<file path="src/rtl/static_pkg.sv">
// Shared constants and FSM encoding for the static-segment access block.
package static_pkg;

    localparam int AW_DEF = 20;
    localparam int DW_DEF = 16;

    typedef enum logic [1:0] {
        IDLE  = 2'd0,
        REQ   = 2'd1,
        DONE  = 2'd2,
        FAULT = 2'd3
    } state_t;

endpackage

</file>
<file path="src/rtl/static_access.sv">
// Single-word load/store into a static segment at seg_base + static pointer.
// Define STATIC_BOUNDS_CHECK_EN to compile in the offset >= seg_limit fault path.
module static_access
    import static_pkg::*;
#(
    parameter int AW = AW_DEF,
    parameter int DW = DW_DEF
) (
    input  logic          clk,
    input  logic          reset,
    input  logic          start,
    input  logic          we,
    input  logic [AW-1:0] seg_base,
    input  logic [AW-1:0] offset,
    input  logic [AW-1:0] seg_limit,
    input  logic [DW-1:0] wdata,
    output logic          busy,
    output logic          done,
    output logic [DW-1:0] rdata,
    output logic          fault,
    output logic          ptr_inc,
    output logic          mem_req,
    output logic          mem_we,
    output logic [AW-1:0] mem_addr,
    output logic [DW-1:0] mem_wdata,
    input  logic          mem_ack,
    input  logic [DW-1:0] mem_rdata
);

    state_t state, state_n;
    logic   capture;

    always_ff @(posedge clk or negedge reset) begin
        if (!reset) state <= IDLE;
        else        state <= state_n;
    end

    always_comb begin
        state_n = state;
        capture = 1'b0;
        unique case (state)
            IDLE: if (start) begin
`ifdef STATIC_BOUNDS_CHECK_EN
                if (offset >= seg_limit) begin
                    state_n = FAULT;
                end else begin
                    state_n = REQ;
                    capture = 1'b1;
                end
`else
                state_n = REQ;
                capture = 1'b1;
`endif
            end
            REQ:   if (mem_ack) state_n = DONE;
            DONE:  state_n = IDLE;
            FAULT: state_n = IDLE;
            default: state_n = IDLE;
        endcase
    end

    // Request fields stay frozen from capture until the next accepted start.
    always_ff @(posedge clk or negedge reset) begin
        if (!reset) begin
            mem_addr  <= '0;
            mem_we    <= 1'b0;
            mem_wdata <= '0;
        end else if (capture) begin
            mem_addr  <= seg_base + offset;
            mem_we    <= we;
            mem_wdata <= wdata;
        end
    end

    always_ff @(posedge clk or negedge reset) begin
        if (!reset)                             rdata <= '0;
        else if (state == REQ && mem_ack && !mem_we) rdata <= mem_rdata;
    end

    assign busy    = (state != IDLE);
    assign mem_req = (state == REQ);
    assign ptr_inc = (state == DONE);

`ifdef STATIC_BOUNDS_CHECK_EN
    assign fault = (state == FAULT);
    assign done  = (state == DONE) || (state == FAULT);
`else
    logic unused_seg_limit;
    assign unused_seg_limit = ^seg_limit;
    assign fault = 1'b0;
    assign done  = (state == DONE);
`endif

endmodule
</file>
<file path="config.mk">
export PLATFORM = sky130hd
export DESIGN_NAME = static_access
export DESIGN_NICKNAME = d
export VERILOG_FILES = /design/src/rtl/static_pkg.sv /design/src/rtl/static_access.sv
export SDC_FILE = /design/constraint.sdc
export NUM_CORES = 1
export LEC_CHECK = 0
export ABC_AREA = 1
export CORE_MARGIN = 2
export CORE_UTILIZATION = 42
export DETAILED_ROUTE_END_ITERATION = 12
export MAX_ROUTING_LAYER = met4
export PLACE_DENSITY = 0.82
export SYNTH_ARGS = -nofsm -noshare
export SYNTH_HDL_FRONTEND = slang
export SYNTH_SLANG_ARGS = --single-unit
export TNS_END_PERCENT = 1
</file>
<file path="constraint.sdc">
create_clock -name clk -period 1.4 [get_ports clk]
set_input_delay 0.35 -clock clk [delete_from_list [all_inputs] [get_ports clk]]
set_output_delay 0.35 -clock clk [all_outputs]
set_load 0.01 [all_outputs]
</file>
==> metrics.json <==
{
  "crit_arrival_ns": 1.74,
  "violated_checks": "setup timing",
  "vias_in_the_first_global_route": 3474,
  "area_of_the_multi_input_gates_um2": 2300,
  "wirelength_um": 10800,
  "drt_first_iter_violations": 180,
  "placementRows": 32,
  "setup_viol_count_final": 15,
  "grt_max_degree": 56,
  "grt_setup_unrepaired": "yes",
  "synthesis.instances": 415,
  "grt_use_total": 0.231,
  "clock_latency_ns": 0.31,
  "cts_inserted_buffers": 5,
  "reg2regPathDepth": 6,
  "drive_above_1_share": 0.323,
  "grt_pass1_wl_um": 15500,
  "max_clock_freq_ghz": 0.652,
  "worstSetupPathType": "input port to flip-flop",
  "synth.cell_area_um2": 3290,
  "globalRoute.totalOverflow": 0,
  "r2r_setup_slack_ns": 0.02,
  "synth.yosys.warnings": 0,
  "root_buffer": "clkbuf_8",
  "synth-seq-cells": 55,
  "detailedPlacementHpwl_um": 7080,
  "synth.yosys.seq_area_share": 0.419,
  "insertedDiodeCount": 0,
  "placer_congestion": 0.901,
  "htree_num_levels": 2,
  "hold_class": "input port to async pin",
  "cts.sinks": 55,
  "crit_path_end_kind": "flip-flop",
  "placedCellCount": 675,
  "period_share": 1.10,
  "ioPinCount": 155,
  "cts_max_path_buffers": 2,
  "library_cell_with_the_largest_summed_area_after_synthesis": "dfrtp_1",
  "synth_fp_nets": 532,
  "power_leakage_nw": 2.92,
  "totalPowerFinal_w": 0.00746,
  "start_kind": "input port",
  "timing_hold_violations_final": 0,
  "status": "finished with violations",
  "synthDominantCellAreaShare": 0.419,
  "share_of_flip_flops_with_an_asynchronous_set_or_reset": 1.00,
  "die_height_um": 92.5,
  "sequential_cell_area_um2": 1380,
  "via_per_inst": 5.13,
  "worst_vdd_rail_ir_drop_uv": 808,
  "floorplan.initialDensity": 0.430,
  "cellPowerDensity_nw_per_um2": 1320,
  "worst-path-max-fanout": 3,
  "fill_cells": 559,
  "via_count": 3546,
  "drc": 0,
  "dr.pass1.iters": 4,
  "port-buffer-count": 133,
  "initial_antenna_violation_count": 0,
  "nNetsFinal": 705,
  "endpoint_required_time_on_the_critical_path_ns": 1.61,
  "yosysUniqueCellTypes": 28,
  "die_area_um2": 8550,
  "timing.clock.skew_ns": 0.0122,
  "yosys.cell_count.top_type": "nand2_1",
  "maxCapViolCount": 0,
  "die_x_um": 92.5,
  "worst_setup_hold_path_clk_slew_ns": 0.11,
  "final_cell_count_no_fill": 691,
  "post_synth_main_area_contributors": "dfrtp_1 (42%), nand2_1 (20%), ha_1 (7.2%)",
  "maxSlewViolCount": 0,
  "area_growth_syn_to_layout_pct": 71.9,
  "synth_cell_count_leaders": "nand2_1 (174), dfrtp_1 (55), inv_1 (36)",
  "post-route-worst-setup-slack_ns": -0.133,
  "final_antenna_net_count": 0,
  "cts.hold.buffers_added": 0,
  "wire_per_inst_um": 15.6,
  "synth_edf_count": 0,
  "placeable_area_um2": 7650,
  "synth_flop_cell": "dfrtp_1",
  "cts_tree": "yes",
  "final.min_clock_period_ns": 1.53,
  "syn-mean-instance-area_um2": 7.92,
  "layout.core_utilization": 0.739
}
area by class of cell:
type / instances / share of cell area
flip-flops and latches: 55 / 0.244
well taps: 102 / 0.0226
inverters: 37 / 0.0250
clock inverters: 2 / 0.00288
clock buffers: 6 / 0.0128
repair buffers: 177 / 0.285
multi-input cells: 312 / 0.408
stage by stage:
step	hold WS [ns]	instance area [um^2]	TNS, ns	setup slack [ns]
global route	0.0330	5650	-2.54	-0.217
finish	0.00425	5650	-1.03	-0.133
global placement	0.370	5000	-16.45	-0.684
detailed placement	0.368	5000	-18.91	-0.784
CTS	0.0327	5310	-2.54	-0.230
floorplan	0.0544	3310	-0.968	-0.134
flip-flops by register name, summed over array words and instances (netlist names):
register   count
mem_addr      20
rdata         16
state          2
mem_we         1
mem_wdata     16
worst paths after layout:
path,start,to
worst min-delay path,reset,mem_addr[7]
worst max register to register,state[1],rdata[11]
worst min register to register,mem_addr[19],mem_addr[19]
max in group asynchronous,reset,mem_addr[18]
worst max-delay path,seg_base[0],mem_addr[8]
min in group clk,offset[0],mem_addr[0]
critical path: stages:
cell and delay, ns:
buf_6 0.10, ha_4 0.15, fa_2 0.42, nand3_2 0.11
nand3_2 0.10, nand2_2 0.10, nand2_4 0.07, buf_4 0.14
xnor2_2 0.13, o21ai_1 0.07
cells in the final DEF (no fill, tap or decap), drive strengths merged:
cell type	n
dlymetal6s2s	12
nand3	25
fa	1
mux2	16
o21ai	13
nor2	23
nand4	1
inv	38
nor3	2
nand2	178
clkdlybuf4s15	10
clkinvlp	1
o21bai	2
nand3b	5
ha	19
dfrtp	55
clkbuf	11
a21oi	15
conb	1
xnor2	8
and2	3
buf	50
clkdlybuf4s50	37
dlygate4sd2	63
repair_timing:
action | in CTS | in global routing
pin swaps | 17 | 56
setup buffers | 3 | 5
resized for setup | 137 | 123
setup endpoints to repair | 86 | 41
kinds of logic after synthesis:
logic type                 Yosys count  synth area share
DFF                                 55             0.419
adders and majority gates           20            0.0784
and+or+nand+nor                    237             0.302
AOI/OAI and AO/OA                   30            0.0472
buffers and inverters               48            0.0651
muxes                               16            0.0662
xor gates and xnor gates             8            0.0213
other                                1           0.00114
power breakdown:
part           switching [W]  internal, W
clock network       0.000546     0.000361
logic                0.00188      0.00195
registers           0.000403      0.00231
metal layers:
metal  share of wire  GRT usage  wire length, um  vias up
met5               0          -                0        -
met4           0.038     0.0684              414        0
met3           0.059     0.0472              630       45
met2            0.52      0.405             5600      160
met1            0.38      0.269             4120     1691
li1                -          -                -     1650
Power figures use the tool's default switching activity.
